--- src/rtl/alu_muldiv_seq.sv ---
`default_nettype none
// ============================================================================
// Module      : alu_muldiv_seq
// Description : Multi-cycle 32-bit signed multiply / divide sequencer that
//               borrows the shared execute-stage ALU for every add and
//               subtract. Sign handling, carry/borrow recovery and partial
//               register shifting are done locally.
//               Optional divide support: define MULDIV_DIV_EN.
// Revision    : 1.0 - initial release
// ============================================================================
module alu_muldiv_seq (
    input  logic        clock,
    input  logic        reset,
    input  logic        ctrl_MULT,
    input  logic        ctrl_DIV,
    input  logic [31:0] data_operandA,
    input  logic [31:0] data_operandB,
    output logic [31:0] alu_operandA,
    output logic [31:0] alu_operandB,
    output logic [4:0]  alu_opcode,
    output logic [4:0]  alu_shiftamt,
    input  logic [31:0] alu_result,
    output logic [31:0] data_result,
    output logic        data_exception,
    output logic        data_resultRDY,
    output logic        busy
);

    localparam logic [2:0] S_IDLE  = 3'd0;
    localparam logic [2:0] S_NEGA  = 3'd1;
    localparam logic [2:0] S_NEGB  = 3'd2;
    localparam logic [2:0] S_MITER = 3'd3;
`ifdef MULDIV_DIV_EN
    localparam logic [2:0] S_DITER = 3'd4;
`endif
    localparam logic [2:0] S_SIGN  = 3'd5;
    localparam logic [2:0] S_DONE  = 3'd6;

    localparam logic [4:0]  c_ALU_ADD  = 5'd0;
    localparam logic [4:0]  c_ALU_SUB  = 5'd1;
    localparam logic [4:0]  c_CNT_LAST = 5'd31;
    localparam logic [31:0] c_INT_MIN  = 32'h8000_0000;

    logic [2:0]  r_state;
    logic        r_is_div;
    logic        r_neg;
    logic [31:0] r_a_mag;   // raw A until NEGA, then |A|
    logic [31:0] r_b_mag;   // raw B until NEGB, then |B|
    logic [31:0] r_hi;      // product high word / division remainder
    logic [31:0] r_lo;      // product low word (multiplier) / quotient
    logic [4:0]  r_cnt;
    logic [31:0] r_result;
    logic        r_exc;
    logic        r_rdy;

    // Multiply step: ALU forms hi + |A|; the carry out is rebuilt from MSBs
    logic [31:0] w_mul_sum;
    logic        w_mul_carry;
    logic        w_mul_exc;
    logic [31:0] w_b_abs;

    assign w_mul_carry = r_lo[0] &
                         ((r_hi[31] & r_a_mag[31]) |
                          ((r_hi[31] | r_a_mag[31]) & ~alu_result[31]));
    assign w_mul_sum   = r_lo[0] ? alu_result : r_hi;
    // INT_MIN is representable only when the product is negative
    assign w_mul_exc   = (r_hi != 32'd0) ||
                         (r_lo[31] && !(r_neg && (r_lo == c_INT_MIN)));
    assign w_b_abs     = r_b_mag[31] ? alu_result : r_b_mag;

`ifdef MULDIV_DIV_EN
    // Divide step: remainder shifted left with next dividend bit, minus |B|
    logic [31:0] w_rshift;
    logic        w_borrow;
    logic        w_div_exc;

    assign w_rshift  = {r_hi[30:0], r_lo[31]};
    assign w_borrow  = (~w_rshift[31] & r_b_mag[31]) |
                       ((~w_rshift[31] | r_b_mag[31]) & alu_result[31]);
    // Only MIN / -1 produces a positive quotient of 2^31
    assign w_div_exc = (r_a_mag == c_INT_MIN) && (r_b_mag == 32'd1) && !r_neg;
`endif

    assign busy           = (r_state != S_IDLE);
    assign alu_shiftamt   = 5'd0;
    assign data_result    = r_result;
    assign data_exception = r_exc;
    assign data_resultRDY = r_rdy;

    // ALU operand/opcode selection, purely from registered state
    always_comb begin
        alu_operandA = 32'd0;
        alu_operandB = 32'd0;
        alu_opcode   = c_ALU_ADD;
        case (r_state)
            S_NEGA: begin
                alu_operandB = r_a_mag;
                alu_opcode   = c_ALU_SUB;
            end
            S_NEGB: begin
                alu_operandB = r_b_mag;
                alu_opcode   = c_ALU_SUB;
            end
            S_MITER: begin
                alu_operandA = r_hi;
                alu_operandB = r_a_mag;
                alu_opcode   = c_ALU_ADD;
            end
`ifdef MULDIV_DIV_EN
            S_DITER: begin
                alu_operandA = w_rshift;
                alu_operandB = r_b_mag;
                alu_opcode   = c_ALU_SUB;
            end
`endif
            S_SIGN: begin
                alu_operandB = r_lo;
                alu_opcode   = c_ALU_SUB;
            end
            default: begin
                alu_operandA = 32'd0;
                alu_operandB = 32'd0;
                alu_opcode   = c_ALU_ADD;
            end
        endcase
    end

    // Sequencer state, partial registers and registered result outputs
    always_ff @(posedge clock or posedge reset) begin
        if (reset) begin
            r_state  <= S_IDLE;
            r_is_div <= 1'b0;
            r_neg    <= 1'b0;
            r_a_mag  <= 32'd0;
            r_b_mag  <= 32'd0;
            r_hi     <= 32'd0;
            r_lo     <= 32'd0;
            r_cnt    <= 5'd0;
            r_result <= 32'd0;
            r_exc    <= 1'b0;
            r_rdy    <= 1'b0;
        end else begin
            r_rdy <= 1'b0;
            case (r_state)
                S_IDLE: begin
                    if (ctrl_MULT || ctrl_DIV) begin
                        r_is_div <= ~ctrl_MULT;
                        r_a_mag  <= data_operandA;
                        r_b_mag  <= data_operandB;
                        r_neg    <= data_operandA[31] ^ data_operandB[31];
                        r_state  <= S_NEGA;
                    end
                end
                S_NEGA: begin
                    r_a_mag <= r_a_mag[31] ? alu_result : r_a_mag;
                    r_state <= S_NEGB;
`ifndef MULDIV_DIV_EN
                    // Divide is not built: report it as an exception at once
                    if (r_is_div) begin
                        r_result <= 32'd0;
                        r_exc    <= 1'b1;
                        r_rdy    <= 1'b1;
                        r_state  <= S_DONE;
                    end
`endif
                end
                S_NEGB: begin
                    r_b_mag <= w_b_abs;
                    r_hi    <= 32'd0;
                    r_lo    <= r_is_div ? r_a_mag : w_b_abs;
                    r_cnt   <= 5'd0;
                    if (!r_is_div) begin
                        r_state <= S_MITER;
                    end else begin
`ifdef MULDIV_DIV_EN
                        if (r_b_mag == 32'd0) begin
                            r_result <= 32'd0;
                            r_exc    <= 1'b1;
                            r_rdy    <= 1'b1;
                            r_state  <= S_DONE;
                        end else begin
                            r_state <= S_DITER;
                        end
`else
                        r_result <= 32'd0;
                        r_exc    <= 1'b1;
                        r_rdy    <= 1'b1;
                        r_state  <= S_DONE;
`endif
                    end
                end
                S_MITER: begin
                    r_hi  <= {w_mul_carry, w_mul_sum[31:1]};
                    r_lo  <= {w_mul_sum[0], r_lo[31:1]};
                    r_cnt <= r_cnt + 5'd1;
                    if (r_cnt == c_CNT_LAST) begin
                        r_state <= S_SIGN;
                    end
                end
`ifdef MULDIV_DIV_EN
                S_DITER: begin
                    r_hi  <= w_borrow ? w_rshift : alu_result;
                    r_lo  <= {r_lo[30:0], ~w_borrow};
                    r_cnt <= r_cnt + 5'd1;
                    if (r_cnt == c_CNT_LAST) begin
                        r_state <= S_SIGN;
                    end
                end
`endif
                S_SIGN: begin
`ifdef MULDIV_DIV_EN
                    if (r_is_div ? w_div_exc : w_mul_exc) begin
`else
                    if (w_mul_exc) begin
`endif
                        r_result <= 32'd0;
                        r_exc    <= 1'b1;
                    end else begin
                        r_result <= r_neg ? alu_result : r_lo;
                        r_exc    <= 1'b0;
                    end
                    r_rdy   <= 1'b1;
                    r_state <= S_DONE;
                end
                S_DONE: begin
                    r_state <= S_IDLE;
                end
                default: begin
                    r_state <= S_IDLE;
                end
            endcase
        end
    end

endmodule
`default_nettype wire

--- config.mk ---
export PLATFORM = sky130hd
export DESIGN_NAME = alu_muldiv_seq
export DESIGN_NICKNAME = d
export VERILOG_FILES = /design/src/rtl/alu_muldiv_seq.sv
export SDC_FILE = /design/constraint.sdc
export NUM_CORES = 1
export LEC_CHECK = 0
export ABC_AREA = 1
export CORE_ASPECT_RATIO = 1.4
export CORE_MARGIN = 5
export CORE_UTILIZATION = 25
export CTS_BUF_LIST = sky130_fd_sc_hd__clkbuf_2 sky130_fd_sc_hd__clkbuf_4 sky130_fd_sc_hd__clkbuf_8
export DETAILED_ROUTE_END_ITERATION = 8
export PLACE_DENSITY = 0.58
export SLEW_MARGIN = 10
export SYNTH_ARGS = -nofsm -noshare
export SYNTH_HDL_FRONTEND = slang
export SYNTH_SLANG_ARGS = --single-unit
--- constraint.sdc ---
create_clock -name clock -period 8.7 [get_ports clock]
set_input_delay 0.87 -clock clock [delete_from_list [all_inputs] [get_ports clock]]
set_output_delay 0.87 -clock clock [all_outputs]
set_load 0.05 [all_outputs]
==> results of run 1 <==
-- cell usage after synthesis --
master      n
a21oi_1     2
inv_1     108
o21ai_0   112
xnor2_1     1
a32o_1      1
buf_4      12
nand3_1   101
a31oi_1     5
clkinv_1    1
o211ai_1   21
a22o_1      2
buf_1      16
nand3b_1    1
o21ai_2     1
o21ai_1     4
clkbuf_1   37
ha_1        2
o22ai_1    46
dfrtp_1   172
a211oi_1    2
conb_1      1
nand2_1   306
o221ai_1   80
nand2_2     2
nor3_2      1
or2_2       3
nor2_1    106
nor3_1      2
buf_2      28
xor2_1      1
a22oi_1     1
inv_2       5
nor2_2      3
-- where the power goes --
group | leakage [nW] | total, mW | switching [mW] | internal (mW)
Clock | 0.216 | 0.631 | 0.314 | 0.316
Sequential | 2.19 | 1.24 | 0.152 | 1.09
Combinational | 2.86 | 2.81 | 2.01 | 0.801
Total | 5.27 | 4.68 | 2.47 | 2.21
-- metal layers --
| layer | up-vias | track usage [%] | routed length [um] |
|---|---|---|---|
| li1 | 4324 | - | - |
| met1 | 4522 | 23.0 | 15500 |
| met2 | 403 | 31.7 | 19300 |
| met3 | 71 | 3.96 | 2500 |
| met4 | 0 | 7.84 | 1340 |
| met5 | - | 0 | 0 |
-- kinds of logic (layout without fill, tap and decap cells) --
group / Yosys count / in the layout
other: 1 / 12
AO/OA/AOI/OAI: 277 / 277
XOR/XNOR: 2 / 2
buffers and inverters: 207 / 364
flip-flops: 172 / 172
adder cells (fa/ha/maj): 2 / 2
AND/OR/NAND/NOR: 525 / 525
-- flip-flops by register name (all words and copies together), names as in the netlist --
register	count
data_exception	1
data_result	32
data_resultRDY	1
r_a_mag	32
r_b_mag	32
r_cnt	5
r_hi	32
r_is_div	1
r_lo	32
r_neg	1
r_state	3
-- placed cells by master, fill, tap and decap left out, drive strengths merged, types with 2 or more instances in the layout --
master / instances
nand2: 308
clkdlybuf4s50: 199
dfrtp: 172
o21ai: 117
inv: 113
nor2: 109
nand3: 101
o221ai: 80
o22ai: 46
o211ai: 21
buf: 20
clkbuf: 19
conb: 9
clkinv: 8
a31oi: 5
bufinv: 4
diode: 3
or2: 3
nor3: 3
a22o: 2
a211oi: 2
a21oi: 2
ha: 2
-- final cells by class --
class	count	area, sq um	share of cell area (%)
clock buffer	19	249	2.08
multi-input combinational	815	4050	33.9
antenna	3	7.51	0.0628
timing repair buffer	219	2140	17.9
sequential	172	4310	36.0
tap	467	584	4.89
clock inverter	12	174	1.46
inverter	114	433	3.62
-- metrics by stage --
| stage | instances | power, mW | hold slack [ps] |
|---|---|---|---|
| 2_1_floorplan | 1194 | 3.10 | 475 |
| 3_3_place_gp | 1787 | 4.02 | 461 |
| 3_5_place_dp | 1787 | 4.07 | 465 |
| 4_1_cts | 1818 | 4.72 | 490 |
| 5_1_grt | 1821 | 5.01 | 512 |
| 6_report | 1821 | 4.68 | 483 |
-- worst max path at each step --
stage | from | to | slack (ps) | depth (start not counted)
after floorplan | reset | data_exception$_DFFE_PP0P_ | 3170 | 1
after global placement | r_state[2]$_DFFE_PP0P_ | alu_operandB[31] | 4640 | 6
after detailed placement | r_state[2]$_DFFE_PP0P_ | alu_operandB[3] | 4550 | 6
after CTS | r_state[2]$_DFFE_PP0P_ | alu_operandB[3] | 3950 | 6
after global routing | r_state[1]$_DFFE_PP0P_ | alu_operandB[1] | 3740 | 7
final | r_state[2]$_DFFE_PP0P_ | alu_operandB[3] | 3990 | 6
-- worst reg2reg max path, cell delays in order (launching register included) --
cell	delay [ps]
dfrtp_1	410
inv_1	130
nor2_4	50
buf_4	350
nand2_2	440
buf_4	720
nand2_1	260
o21ai_4	290
buf_4	400
inv_1	140
nor2_1	100
a21oi_1	40
==> impl_summary.txt, run 1 <==
----------------------------------------------------
[Run status]
  Status ... finished, final reports clean

[Placed design]
  Number of I/O port buffers ... 199
  Post-detailed-placement cell area ... 11,500 sq um
  Pre-CTS setup slack ... 4550 ps
  Gp weighted congestion ... 0.822
  Post-DP HPWL ... 26,400 um

[Logic synthesis]
  Cells after synthesis ... 1,186
  Leading area contributor after synthesis ... dfrtp_1
  Synth Register Bits ... 172
  Simple-gate portion of the synthesized area ... 23.2%
  Parity-gate share of the synthesized area counting xor and xnor cells ... 0.191%
  Netlist area before placement ... 9160 sq um
  Top cells by area, synth ... dfrtp_1 47%, nand2_1 13%, o221ai_1 7.6%
  Share of the synthesized area in compound gates (AO/OA/AOI/OAI) ... 19.9%
  Multiplexer area fraction after synthesis ... 0%
  Synthesized area divided by synthesized cell count ... 7.73 sq um
  Post-synthesis sequential area ratio ... 47.0%
  Synthesis warning total ... 0
  Combinational family with the most area after synthesis ... simple AND/OR/NAND/NOR gates
  Fraction of the mapped netlist area in adder cells ... 0.273%
  Count of different cell masters after synthesis ... 33
  Yosys top cell area share ... 47.0%

[Worst setup path]
  Arrival time reported for the critical path endpoint ... 3840 ps
  Startpoint of the most critical register-to-register path ... r_state[1]$_DFFE_PP0P_
  Maximum fanout encountered on the critical timing path ... 68
  Crit-path most repeated cell ... buf_4
  Crit path max-delay cell type ... clkdlybuf4s50_1
  Number of cell instances on the worst register-to-register path ... 11
  Cells along the critical path ... nor2_4 -> buf_4 -> nand2_2 -> buf_4 -> o221ai_1 -> clkdlybuf4s50_1
  CP Buf/Inv Count ... 3
  Crit path capture type ... primary output
  Data required time of the worst path ... 7830 ps
  R2R setup slack ... 5240 ps
  FF-to-FF End ... data_exception$_DFFE_PP0P_
  Delay contributed by the slowest stage of the critical path ... 850 ps
  Critical path class ... reg -> out
  Family with the most delay on the worst path ... buffers and inverters
  Startpoint types ... register

[Power and ir drop]
  Power per cell area ... 392 nW/um^2
  Peak supply drop ... 0.171 mV
  Leakage power ... 5.27 nW

[CTS]
  Inserted Clock Buffers ... 17
  Clock-pin slew of the registers on the worst-case setup and hold paths ... 100 ps
  Number of H-tree branching levels ... 4
  Clock network latency to the later pin of the worst-skew pair ... 500 ps
  Clk buf depth ... 2
  Post-CTS Hold Fix Bufs ... 0
  Clock sink count ... 172
  Post-CTS Repair Setup Buffers ... 0
  TritonCTS clock tree ... built
  CTS root buffer ... clkbuf_8
  Quantity of gates resized following cts ... 0

[Detailed routing]
  Total length of routed wires ... 38,600 um
  Routed wire per std cell ... 21.2 um
  DRC violation count after routing ... 0
  Starting DRC count in detailed routing ... 827
  Router iterations before antenna repair ... 6
  Antenna Nets Post-Route ... 0
  Via count ... 9,320
  Via density per instance ... 5.12

[GRT]
  Number of global-route vias before repair ... 9,365
  Global-route total usage across every layer ... 18.8%
  Overflow after GRT ... 0
  Wire length of the first global-routing pass ... 57,800 um
  Antenna violations before repair ... 3
  Maximum number of pins on one net before global-route repair ... 104

[Worst hold path]
  Hold WC Path Type ... reg -> reg
  Depth of the worst hold-timing path ... 2
  Terminating pin of the worst hold path ... data_result[24]$_DFFE_PP0P_
  Origin of the worst min-delay path ... data_result[24]$_DFFE_PP0P_

[STA]
  Slack of the critical path ... 3990 ps
  Remaining max-slew budget at the tightest pin ... 33.0%
  Final Max Tran Viols ... 0
  Slew @ Worst Pin ... 1000 ps
  RSZ-0062 raised after global routing ... no
  Final Setup Violations ... 0
  Minimum clock period after layout ... 4710 ps
  Tcrit/Tclk final ... 54.1%
  Clock skew ... 16.2 ps
  Total negative slack ... 0 ps
  Final Hold Vio Count ... 0
  Upper clock frequency limit ... 212 MHz

[Floorplanning]
  Starting density of the core ... 25.1%
  I/O Pins ... 209
  Area of the core ... 36,500 sq um
  Overall die height ... 237 um
  Overall die width ... 172 um
  Cell Rows ... 83
  Die outline area ... 40,600 sq um

[Layout]
  Post-route cell area ... 11,900 sq um
  Post-layout utilization of the core ... 32.8%
  Area growth from synthesis to final layout ... 30.4%
  Ratio of cells with drive above 1 in the final layout ... 5.18%
  Number of nets in the finished design ... 1,441
  Fillers ... 3,872

[Flow run]
  Number of max-cap violations ... 0

----------------------------------------------------
(Power assumes the default switching activity.)
==> run 2, diff against run 1 <==
--- a/config.mk
+++ b/config.mk
@@ -11,7 +11,7 @@
 export CORE_UTILIZATION = 25
 export CTS_BUF_LIST = sky130_fd_sc_hd__clkbuf_2 sky130_fd_sc_hd__clkbuf_4 sky130_fd_sc_hd__clkbuf_8
 export DETAILED_ROUTE_END_ITERATION = 8
-export PLACE_DENSITY = 0.58
+export PLACE_DENSITY = 0.59
 export SLEW_MARGIN = 10
 export SYNTH_ARGS = -nofsm -noshare
 export SYNTH_HDL_FRONTEND = slang
==> constraint.sdc (replaced) <==
create_clock -name clock -period 3.8 [get_ports clock]
set_input_delay 0.38 -clock clock [delete_from_list [all_inputs] [get_ports clock]]
set_output_delay 0.38 -clock clock [all_outputs]
set_load 0.05 [all_outputs]
==> run 2 against run 1 <==
  * Clock skew is 4.2 ps higher
  * Worst hold slack lost 220 ps
  * Critical path depth unchanged
  * Core utilization up 1.2 points
  * Final area is 3.8% higher
  * Global-route usage down 0.18 points
  * Flip-flop and latch count unchanged
  * Register-to-register slack worse by 4200 ps
==> impl_summary.txt, run 2 (synthesized netlist as in run 1, its figures left out) <==
----------------------------------------------------
[Run status]
  Status ... finished, final reports clean

[Power and ir drop]
  Power per cell area ... 933 nW/um^2
  Peak supply drop ... 0.636 mV
  Part of the power in combinational logic ... 62.0%
  Int Pwr ... 5.72 mW
  Switching share of power ... 50.5%
  Sw Pwr ... 5.84 mW
  Sequential share of power ... 24.5%
  Clock share of power ... 13.5%
  Leakage power ... 5.48 nW

[Worst setup path]
  Delay contributed by the slowest stage of the critical path ... 850 ps
  Cells along the critical path ... inv_1 -> nor2_4 -> buf_4 -> nand2_2 -> nand2_1 -> clkdlybuf4s50_1
  CP Buf/Inv Count ... 3
  Data required time of the worst path ... 3420 ps
  Arrival time reported for the critical path endpoint ... 2930 ps
  Family with the most delay on the worst path ... buffers and inverters
  R2R setup slack ... 1080 ps
  Crit path capture type ... primary output
  Critical path class ... reg -> out
  Crit path max-delay cell type ... clkdlybuf4s50_1
  Startpoint types ... register
  Maximum fanout encountered on the critical timing path ... 67

[STA]
  Remaining max-slew budget at the tightest pin ... 35.1%
  Clock skew ... 20.4 ps
  Upper clock frequency limit ... 303 MHz
  Final Setup Violations ... 0
  Tcrit/Tclk final ... 87.0%
  Final Hold Vio Count ... 0
  Total negative slack ... 0 ps
  Final Max Tran Viols ... 0
  Slew @ Worst Pin ... 973 ps
  RSZ-0062 raised after global routing ... no
  Minimum clock period after layout ... 3310 ps

[Detailed routing]
  Antenna Nets Post-Route ... 0
  Starting DRC count in detailed routing ... 778
  Total length of routed wires ... 37,900 um
  Routed wire per std cell ... 20.8 um
  Via count ... 9,297
  Router iterations before antenna repair ... 5
  Via density per instance ... 5.09
  DRC violation count after routing ... 0

[Placed design]
  Number of I/O port buffers ... 199
  Post-DP HPWL ... 26,200 um
  Cell Count Post-Placement ... 1,792
  Gp weighted congestion ... 0.820

[CTS]
  Clk buf depth ... 2
  Number of H-tree branching levels ... 4
  CTS root buffer ... clkbuf_8
  Post-CTS Repair Setup Buffers ... 0
  Post-CTS Hold Fix Bufs ... 0
  Inserted Clock Buffers ... 17
  Clock-pin slew of the registers on the worst-case setup and hold paths ... 100 ps
  TritonCTS clock tree ... built
  Clock sink count ... 172
  Quantity of gates resized following cts ... 0
  Clock network latency to the later pin of the worst-skew pair ... 510 ps

[Floorplanning]
  Overall die height ... 237 um
  Starting density of the core ... 25.1%
  Overall die width ... 172 um
  Cell Rows ... 83
  Area of the core ... 36,500 sq um
  Die outline area ... 40,600 sq um
  I/O Pins ... 209

[GRT]
  Overflow after GRT ... 0
  Global-route total usage across every layer ... 18.6%
  Maximum number of pins on one net before global-route repair ... 94
  Antenna violations before repair ... 2
  Number of global-route vias before repair ... 9,480
  Wire length of the first global-routing pass ... 57,600 um

[Layout]
  Number of nets in the finished design ... 1,446
  Most common cell after layout, fill and taps aside ... nand2_1
  Final instance count without filler cells ... 1,826
  Area growth from synthesis to final layout ... 35.3%
  Ratio of cells with drive above 1 in the final layout ... 7.96%
  Highest-count cells in the layout ignoring fill and taps ... 304 x nand2_1, 171 x dfrtp_1, 167 x clkdlybuf4s50_1, 112 x o21ai_0, 107 x inv_1
  Post-layout utilization of the core ... 34.0%

[Flow run]
  Number of max-cap violations ... 0

[Worst hold path]
  Hold WC Path Type ... in -> async

----------------------------------------------------
==> run 2: cell count changes in the layout (fill, tap and decap cells not counted), moves of 2 or more <==
cell / previous run / this run
inv_6: 1 / 3
clkdlybuf4s50_1: 199 / 167
clkinv_2: 4 / 1
clkinv_4: 3 / 1
clkinvlp_4: 1 / 4
buf_12: 0 / 36
==> run 2: metal layers <==
layer / up-vias / GRT usage, % / share of wire, %
li1: 4312 / - / -
met1: 4556 / 23.4 / 41
met2: 364 / 30.8 / 49
met3: 65 / 3.72 / 6.3
met4: 0 / 7.82 / 3.4
met5: - / 0 / 0
==> run 2: area by class of cell <==
type	instances	area, sq um
flip-flops and latches	172	4310
clock inverters	13	213
fillers	3785	24100
repair buffers	224	2550
clock buffers	19	255
inverters	114	432
well taps	467	584
multi-input cells	815	4050
diodes	2	5.00
==> run 2: power groups by stage <==
stage | combinational [mW] | clock, mW | sequential [mW]
6_report | 7.17 | 1.56 | 2.83
3_5_place_dp | 7.20 | 0 | 2.86
5_1_grt | 7.75 | 1.66 | 2.89
2_1_floorplan | 4.32 | 0 | 2.78
4_1_cts | 7.21 | 1.60 | 2.82
3_3_place_gp | 7.12 | 0 | 2.84
==> run 2: worst paths after layout <==
| path | start | end | cells past startpoint |
|---|---|---|---|
| setup / recovery | r_state[1]$_DFFE_PP0P_ | alu_opcode[0] | 6 |
| hold / removal | reset | data_result[25]$_DFFE_PP0P_ | 2 |
| setup reg to reg | r_state[1]$_DFFE_PP0P_ | r_b_mag[31]$_DFFE_PP0P_ | 9 |
| hold reg to reg | data_result[13]$_DFFE_PP0P_ | data_result[13]$_DFFE_PP0P_ | 2 |
| max in group asynchronous | reset | r_lo[4]$_DFFE_PP0P_ | 3 |
| min in group clock | data_operandB[1] | r_b_mag[1]$_DFFE_PP0P_ | 3 |
==> run 2: stage by stage <==
| step | area, sq um | hold slack (ps) | setup WS [ps] | power [mW] |
|---|---|---|---|---|
| floorplan | 9200 | 475 | 1220 | 7.10 |
| finish | 12400 | 267 | 494 | 11.6 |
| CTS | 12400 | 230 | 430 | 11.6 |
| global route | 12400 | 253 | 333 | 12.3 |
| global placement | 11900 | 463 | 1050 | 9.96 |
| detailed placement | 11900 | 468 | 1020 | 10.1 |
==> run 3, diff against run 2 <==
--- a/config.mk
+++ b/config.mk
@@ -11,6 +11,7 @@
 export CORE_UTILIZATION = 25
 export CTS_BUF_LIST = sky130_fd_sc_hd__clkbuf_2 sky130_fd_sc_hd__clkbuf_4 sky130_fd_sc_hd__clkbuf_8
 export DETAILED_ROUTE_END_ITERATION = 8
+export GPL_ROUTABILITY_DRIVEN = 0
 export PLACE_DENSITY = 0.59
 export SLEW_MARGIN = 10
 export SYNTH_ARGS = -nofsm -noshare
==> results of run 3 <==
Final layout, timing and power as in run 2 (identical DEF).
